===== src/rtl/mesh_result_drain.sv =====
// -----------------------------------------------------------------------------
// mesh_result_drain
//
// Read side of the 2x2 mesh matrix multiplier. Watches the controller's
// STM/EOM handshake. When a product completes (rising edge of EOM), it captures
// the four result registers. It then streams them out one word per transfer on
// a valid/ready port.
//
// Parameters
//   W      result word width in bits
//   ORDER  0 = row-major    (C11, C12, C21, C22)
//          1 = column-major (C11, C21, C12, C22)
//
// Ports
//   CLK   in   1     clock, all logic on rising edge
//   RST   in   1     synchronous active-high reset
//   STM   in   1     multiply start (same net as the controller's)
//   EOM   in   1     end of multiply; 1 idle, 0 while computing
//   CIN   in   4*W   result registers {C22,C21,C12,C11}, C11 in [W-1:0]
//   ODAT  out  W     output word (0 whenever OVLD is low)
//   OVLD  out  1     ODAT valid
//   ORDY  in   1     downstream ready
//   OLST  out  1     last (4th) word of a product
//   BUSY  out  1     a product is held or being drained
//   OVR   out  1     sticky overrun flag
//   CLRO  in   1     clears OVR (a simultaneous overrun wins)
//   RCNT  out  8     products fully delivered, wraps 255 -> 0
// -----------------------------------------------------------------------------
module mesh_result_drain #(
  parameter int W     = 16,
  parameter int ORDER = 0
) (
  input  logic           CLK,
  input  logic           RST,
  input  logic           STM,
  input  logic           EOM,
  input  logic [4*W-1:0] CIN,
  output logic [W-1:0]   ODAT,
  output logic           OVLD,
  input  logic           ORDY,
  output logic           OLST,
  output logic           BUSY,
  output logic           OVR,
  input  logic           CLRO,
  output logic [7:0]     RCNT
);

  typedef enum logic [1:0] {
    S_IDLE  = 2'd0,
    S_ARMED = 2'd1,
    S_DRAIN = 2'd2
  } state_t;

  state_t       state_q, state_d;
  logic         eom_q;
  logic [1:0]   idx_q, idx_d;
  logic         ovr_q, ovr_d;
  logic [7:0]   rcnt_q, rcnt_d;
  logic [W-1:0] buf_q [4];

  logic         done;
  logic         busy;
  logic         accept;
  logic         capture;

  // Map the transfer index to the buffer slot (slot 0..3 = C11,C12,C21,C22).
  // Column-major order is simply the index with its two bits swapped.
  function automatic logic [1:0] slot_of(input logic [1:0] idx);
    logic [1:0] s;
    if (ORDER == 1) s = {idx[0], idx[1]};
    else            s = idx;
    return s;
  endfunction

  // EOM_d resets to 1 so that leaving reset with EOM high is not a completion.
  assign done   = EOM & ~eom_q;
  assign busy   = (state_q == S_DRAIN);
  assign accept = busy & ORDY;

  always_comb begin
    state_d = state_q;
    idx_d   = idx_q;
    ovr_d   = ovr_q;
    rcnt_d  = rcnt_q;
    capture = 1'b0;

    unique case (state_q)
      S_IDLE: begin
        // A completion outranks a new start; EOM may already have been low.
        if (done) begin
          capture = 1'b1;
          idx_d   = 2'd0;
          state_d = S_DRAIN;
        end else if (STM) begin
          state_d = S_ARMED;
        end
      end
      S_ARMED: begin
        if (done) begin
          capture = 1'b1;
          idx_d   = 2'd0;
          state_d = S_DRAIN;
        end
      end
      S_DRAIN: begin
        if (accept) begin
          idx_d = idx_q + 2'd1;
          if (idx_q == 2'd3) begin
            rcnt_d  = rcnt_q + 8'd1;
            state_d = S_IDLE;
          end
        end
      end
      default: state_d = S_IDLE;
    endcase

    // A completion while busy is dropped and flagged; set outranks clear.
    if (done && busy)  ovr_d = 1'b1;
    else if (CLRO)     ovr_d = 1'b0;
  end

  always_ff @(posedge CLK) begin
    if (RST) begin
      state_q <= S_IDLE;
      eom_q   <= 1'b1;
      idx_q   <= 2'd0;
      ovr_q   <= 1'b0;
      rcnt_q  <= 8'd0;
    end else begin
      state_q <= state_d;
      eom_q   <= EOM;
      idx_q   <= idx_d;
      ovr_q   <= ovr_d;
      rcnt_q  <= rcnt_d;
    end
  end

  // Result buffer: data only, loaded on the capture edge and otherwise held.
  always_ff @(posedge CLK) begin
    if (capture) begin
      for (int k = 0; k < 4; k++) begin
        buf_q[k] <= CIN[k*W +: W];
      end
    end
  end

  // Outputs are decoded from registered state, so they are stable under stall.
  assign OVLD = busy;
  assign BUSY = busy;
  assign OLST = busy && (idx_q == 2'd3);
  assign ODAT = busy ? buf_q[slot_of(idx_q)] : '0;
  assign OVR  = ovr_q;
  assign RCNT = rcnt_q;

endmodule


===== config.mk =====
export PLATFORM = sky130hd
export DESIGN_NAME = mesh_result_drain
export DESIGN_NICKNAME = d
export VERILOG_FILES = /design/src/rtl/mesh_result_drain.sv
export SDC_FILE = /design/constraint.sdc
export NUM_CORES = 1
export LEC_CHECK = 0
export ABC_CLOCK_PERIOD_IN_PS = 3300
export CAP_MARGIN = 25
export CORE_ASPECT_RATIO = 0.8
export CORE_MARGIN = 2
export CORE_UTILIZATION = 46
export DETAILED_ROUTE_END_ITERATION = 16
export PLACE_DENSITY = 0.79
export SYNTH_ARGS = -nofsm -noshare
export SYNTH_HDL_FRONTEND = slang
export SYNTH_SLANG_ARGS = --single-unit

===== constraint.sdc =====
create_clock -name CLK -period 3.3 [get_ports CLK]
set_input_delay 0.825 -clock CLK [delete_from_list [all_inputs] [get_ports CLK]]
set_output_delay 0.825 -clock CLK [all_outputs]
set_load 0.02 [all_outputs]

---- After elaboration in Yosys (flattened, before gate mapping) ----
Memories as Yosys holds them, arrays and structs flattened. A register that Yosys moved wholly into a read port is not among the register bits.
Index checks and enable logic that the tools add are counted.
operators by class
  add/sub/neg operators ................... 2
  reductions and logical operators ........ 9
  muxes and demuxes ....................... 18
  eq/ne operators ......................... 8
  bitwise operators ....................... 3
operators by type and width
  kind                                                                    number
  2-bit 2-to-1 mux                                                        9
  16-bit 2-to-1 mux                                                       1
  8-bit by 1-bit adder with 8-bit output (second input constant)          1
  1-bit 2-to-1 mux                                                        6
  2-bit by 1-bit != test with 1-bit output (second input constant)        3
  2-bit one-hot mux with 3 select lines                                   1
  3-bit AND reduction                                                     2
  2-bit equality test (second input constant)                             2
  2-bit one-hot mux with 2 select lines                                   1
  4-bit AND reduction                                                     1
  2-bit nonzero test                                                      2
  3-bit != test (second input constant)                                   1
  2-bit by 1-bit adder with 2-bit output (second input constant)          1
  1-bit AND                                                               2
  2-bit by 1-bit equality test with 1-bit output (second input constant)  1
  1-bit logical AND                                                       2
  2-bit zero test                                                         1
  2-bit != test (second input constant)                                   1
  2-bit OR reduction                                                      1
  1-bit NOT                                                               1
storage, ports and cells
  input bits .............................. 70
  memories kept ........................... 1
  output and inout bits ................... 28
  RAM bits ................................ 64
  logic and storage cells ................. 46
  register bits after elaboration ......... 14
memories
  name   words  width  rd ports  clocked after memory_dff  wr ports  RTL line  text
  buf_q  4      16     1         1                         4         59        logic [W-1:0] buf_q [4];

---- Logic depth before layout (Yosys ltp) ----
Gate-level depths: netlist of run 1.
  depth after elaboration ................. 6
  gate-level depth with buffers ........... 4
  mapped depth without buffers ............ 4

---- Worst setup path after synthesis of run 1 ----
No wires, ideal clock.
  path kind ............................... input to register
  from .................................... input port EOM
  to ...................................... memory buf_q[0][0], enable pin
  setup slack ............................. 0.315 ns
  buffers on the path ..................... 0
  library setup time ...................... 0.419 ns
  arrival ................................. 2.566 ns
  stages .................................. 2
  data required time ...................... 2.881 ns
  path through ............................ or3b_2 > inv_1
RTL lines
  element             RTL line  text
  start: declaration  36        input logic EOM,
  end: declaration    59

==> metrics, run 1 <==
outcome complete, no violations; Worst EP arrival 2.12 ns; Syn. warnings 0; Power Internal 1.49 mW; vias per inst 5.04; FP Rows 26; synthesis-stage register bit count 80; Max clock buf depth 2; die area 7440 um^2; Final min period 2.95 ns; Syn Inst Count 178; post-cts resize count 0; leakage power 1.47 nW; drt total wl 5820 um; all-layer global routing usage 0.169; I/O Pins 98; FILL cells 463; Worst Tran Pin Value 0.582 ns; Die Wd 96.0 um; commonest non-fill, non-tap cell in the layout clkdlybuf4s50_1; core area 6470 um^2; number of synthesized flops with an enable pin 64; placed cell area 4190 um^2; Antenna Cells 0; Finished Cell Area 4360 um^2; Inst Count DP 357; Initial Util 0.481; via count 1880; Net Count, Synth 250; count of cell types in the netlist 30; Top FF cell, synth edfxtp_1; HPWL after DPL 4230 um; CP endpoint kind output pin; worst clock skew 0.00353 ns; count of clock tree sinks 80; Comb pwr share 0.081; most frequent cells in the layout clkdlybuf4s50_1 (97), edfxtp_1 (64), dfxtp_1 (16), mux4_2 (16), and2_1 (16); share of post-route cells with drive strength above 1 0.149; htree depth 3; Reg clk slew, reported paths 0.08 ns; endpoints failing setup 0; synthesized area 3110 um^2; Crit Path Class reg2out; initial antenna violation count 0; syn_area_per_cell 17.5 um^2; RSZ-0062 raised after global routing false; Residual DRC 0; max_slew headroom 0.611; CTS tree yes; Inserted Clock Buffers 9; Max Slew Vio Count 0; first-pass GRT wire length 9010 um; Power Dens Cells 431 nW/um^2; critical path peak fanout 10; Final Hold Viols 0; sequential share of power 0.599; gpl congestion 0.762; post-DR wirelength/cell 15.6 um; DIE HEIGHT 77.6 um; Worst Path Required 2.47 ns; initial DRC count 70; Setup Fix Bufs, Post-CTS 0; Seq/Total Area, Yosys 0.721; crit start category flop; fin crit share 0.893; I/O Buffers 97; HP Class reg2reg; nets 356; fmax 0.339 GHz; largest net degree at the start of global routing 34; maximum VDD drop 316 uV; Setup TNS 0 ns; Sw Share 0.206; clock network power share 0.320; Sw Pwr 0.388 mW; Finished Layout Cells 373; hold-fix buffer count after cts 0; vias in the first global route 1896; clock root cell clkbuf_8; antenna-violating nets left 0; max-cap violation count 0; Pre-antenna DRT Iters 4; worst skew pair latency 0.34 ns; Async SR Flop Fraction 0; total gr overflow 0; synthesis-to-finish area growth 40.0%
## kinds of logic after synthesis
family / Yosys count / share of synthesized area
AO/OA/AOI/OAI: 16 / 0.0289
XOR/XNOR: 1 / 0.00282
adder cells (fa/ha/maj): 2 / 0.00804
buffers and inverters: 13 / 0.0201
flip-flops: 80 / 0.721
multiplexers: 18 / 0.123
AND/OR/NAND/NOR: 48 / 0.0969
## synthesized netlist by cell type (3+ instances only)
cell type | count | area share
nor2b_1 | 4 | 0.0080
edfxtp_1 | 64 | 0.62
a21oi_1 | 11 | 0.018
dfxtp_1 | 16 | 0.10
or4_1 | 4 | 0.0097
nor2_1 | 6 | 0.0072
o31ai_1 | 4 | 0.0097
nand3_1 | 4 | 0.0064
inv_1 | 4 | 0.0048
and2_1 | 16 | 0.032
clkbuf_1 | 3 | 0.0036
mux4_2 | 16 | 0.12
nand2_1 | 4 | 0.0048
## power by group through the flow
stage | registers, mW | logic (mW) | clock network (mW)
after floorplan | 1.15 | 0.0483 | 0
after global routing | 1.13 | 0.162 | 0.659
after CTS | 1.13 | 0.154 | 0.624
final | 1.13 | 0.152 | 0.601
after global placement | 1.15 | 0.151 | 0
after detailed placement | 1.15 | 0.153 | 0
## stage by stage
| stage | total power, mW | hold slack [ns] | worst slack, ns | util |
|---|---|---|---|---|
| final | 1.88 | 0.499 | 0.353 | 0.673 |
| after global routing | 1.95 | 0.519 | 0.246 | 0.673 |
| after detailed placement | 1.30 | 0.493 | 0.662 | 0.648 |
| after CTS | 1.90 | 0.504 | 0.302 | 0.673 |
| after floorplan | 1.20 | 0.475 | 0.315 | - |
| after global placement | 1.30 | 0.475 | 0.681 | 0.648 |
## per-layer routing
metal / routed length, um / vias up / part of all wire / track usage
li1: - / 901 / - / -
met1: 2540 / 900 / 0.44 / 0.219
met2: 2730 / 69 / 0.47 / 0.262
met3: 450 / 10 / 0.077 / 0.0573
met4: 90 / 0 / 0.015 / 0.0643
met5: 0 / - / 0 / 0
## state kept, by name, indices dropped and copies added (netlist names), named ones only
name / count
buf_q: 64
RCNT: 8
idx_q: 2
state_q: 2
OVR: 1
eom_q: 1
## cell type report
| class | instances | area, um^2 | share of cell area |
|---|---|---|---|
| clock buffer | 11 | 131 | 0.0301 |
| tap | 84 | 105 | 0.0241 |
| multi-input combinational | 85 | 807 | 0.185 |
| sequential | 80 | 2240 | 0.514 |
| clock inverter | 5 | 33.8 | 0.00775 |
| timing repair buffer | 104 | 1020 | 0.235 |
| inverter | 4 | 15.0 | 0.00345 |
## final timing paths
kind	start	to	slack (ns)	depth (start not counted)
max reg2reg	idx_q[0]	RCNT[7]	1.49	4
min reg2reg	RCNT[6]	RCNT[6]	0.50	2
max	flop	ODAT[5]	0.35	4
min	RCNT[6]	RCNT[6]	0.50	2
## critical path, cell delays in order (launching register included)
cell and delay [ns]:
dfxtp_1 0.33, buf_4 0.23, mux4_2 0.53, and2_1 0.17, clkdlybuf4s50_1 0.53
Power figures use the tool's default switching activity.
==> run 2, diff against run 1 <==
- ABC_CLOCK_PERIOD_IN_PS: 3300 -> 2400
- CORE_UTILIZATION: 46 -> 56
- DONT_BUFFER_PORTS: unset -> 1
- PLACE_DENSITY: 0.79 -> 0.74
- clock period: 3.3 -> 2.4 ns (I/O delays scaled with it)
==> metrics, run 2 (synthesis gave the netlist of run 1 again) <==
Antenna Cells 0 (unchanged); total gr overflow 0 (unchanged); worst clock skew 0.0116 ns (+0.00808 ns); via count 1555 (-17%); FILL cells 382 (-17%); Finished Cell Area 3460 um^2 (-21%); reg2reg setup slack 0.60 ns (-0.89 ns); Max clock buf depth 2 (unchanged); fin crit share 0.944; RSZ-0062 raised after global routing false; R2R Path End buf_q[1][11]; htree depth 3 (unchanged); maximum VDD drop 448 uV (+42%); r2r startpoint state_q[1]; count of clock tree sinks 80 (unchanged); Worst Path Required 1.80 ns (-0.67 ns); Power Dens Cells 790 nW/um^2 (+83%); Residual DRC 0 (unchanged); Final Hold Viols 0 (unchanged); Worst Setup EP ODAT[6]; critical path peak fanout 11 (+1); CTS tree yes; I/O Pins 98 (unchanged); endpoints failing setup 0 (unchanged); Buf/Inv on CP 1 (-1); Setup Fix Bufs, Post-CTS 0 (unchanged); vias in the first global route 1620 (-15%); Inst Count DP 241 (-32%); most frequent cells in the layout edfxtp_1 (64), dfxtp_1 (16), mux4_2 (16), and2_1 (16), a21oi_1 (11); Finished Layout Cells 256 (-31%); core area 5410 um^2 (-17%); vias per inst 6.07 (+21%); gpl congestion 0.762 (about the same); antenna-violating nets left 0 (unchanged); die area 6170 um^2 (-17%); I/O Buffers 0 (-100%); Final min period 2.27 ns; nets 259 (-27%); Crit Path Class reg2out; first-pass GRT wire length 8350 um (-7.3%); worst skew pair latency 0.34 ns (about the same); outcome complete, no violations; CP Depth 3 (-1); fmax 0.441 GHz; max_slew headroom 0.742 (+0.130); synthesis-to-finish area growth 11.1%; CP max-delay cell mux4_2; Initial Util 0.576 (+0.0950); clock root cell clkbuf_8; drt total wl 5350 um (-8.0%); Max Slew Vio Count 0 (unchanged); placed cell area 3230 um^2 (-23%); Crit path max-delay family multiplexers; Die Wd 87.3 um (-9.0%); Worst EP arrival 1.67 ns (-0.45 ns); initial antenna violation count 0 (unchanged); Top reg by flops buf_q; Reg clk slew, reported paths 0.08 ns (about the same); initial DRC count 85 (+21%); Worst Tran Pin Value 0.387 ns (-0.195 ns); largest net degree at the start of global routing 28 (-18%); commonest non-fill, non-tap cell in the layout edfxtp_1; crit start category flop; FP Rows 24 (-7.7%); largest stage delay on the critical path 0.52 ns (about the same); Largest register FFs 64 (unchanged); Pre-antenna DRT Iters 4 (unchanged); Final Power 2.73 mW (+45%); post-DR wirelength/cell 20.9 um (+34%); all-layer global routing usage 0.189 (+0.0203); HP Class in2reg; Inserted Clock Buffers 9 (unchanged); max-cap violation count 0 (unchanged); crit path cell chain buf_6, mux4_2, and2_1; leakage power 1.15 nW (-22%); CP endpoint kind output pin; share of post-route cells with drive strength above 1 0.225 (+0.0763); DIE HEIGHT 70.7 um (-8.9%); Setup TNS 0 ns (unchanged); reg2reg path depth 3 (-1)
-- run 2: repair_timing --
action / in CTS / in global routing
hold endpoints to repair: 0 / 0
resized for setup: 0 / 1
hold buffers: 0 / 0
endpoints found under the setup margin: 0 / 5
-- run 2: worst min-delay path by stage --
stage	from	endpoint	slack (ns)	cells after the start
finish	RST	RCNT[6]	0.31	1
global route	RST	RCNT[6]	0.29	1
CTS	RST	RCNT[3]	0.29	1
detailed placement	idx_q[1]	flop	0.49	2
global placement	idx_q[1]	idx_q[1]	0.48	2
floorplan	idx_q[1]	flop	0.48	2
-- run 2: worst register-to-register path: stages, from the launching register on --
cell	delay [ns]
dfxtp_1	0.39
or3b_2	0.55
clkinvlp_4	0.32
buf_12	0.23
-- run 2: final cells by class --
type | count | area, um^2 | area share
flip-flops and latches | 80 | 2240 | 0.648
multi-input cells | 85 | 810 | 0.234
clock buffers | 11 | 131 | 0.0380
clock inverters | 4 | 93.8 | 0.0271
repair buffers | 7 | 81.3 | 0.0235
well taps | 65 | 81.3 | 0.0235
inverters | 4 | 18.8 | 0.00543
-- run 2: where the power goes --
group | switching, mW | total (mW) | leakage (nW) | internal, mW
clock network | 0.419 | 1.10 | 0.111 | 0.683
registers | 0.0123 | 1.55 | 0.716 | 1.54
logic | 0.0451 | 0.0807 | 0.322 | 0.0356
-- run 2: metrics by stage --
stage	hold WS [ns]	setup slack, ns	utilization
after floorplan	0.475	0.239	-
after global placement	0.478	0.454	0.597
after detailed placement	0.491	0.423	0.597
after CTS	0.294	0.0436	0.639
after global routing	0.293	0.0414	0.640
final	0.314	0.133	0.640
-- run 2: layer usage --
layer,share of wire,track usage,vias to the layer above
met3,0.094,0.102,9
li1,-,-,707
met1,0.39,0.212,756
met4,0.013,0.0667,0
met2,0.51,0.308,83
met5,0,0,-
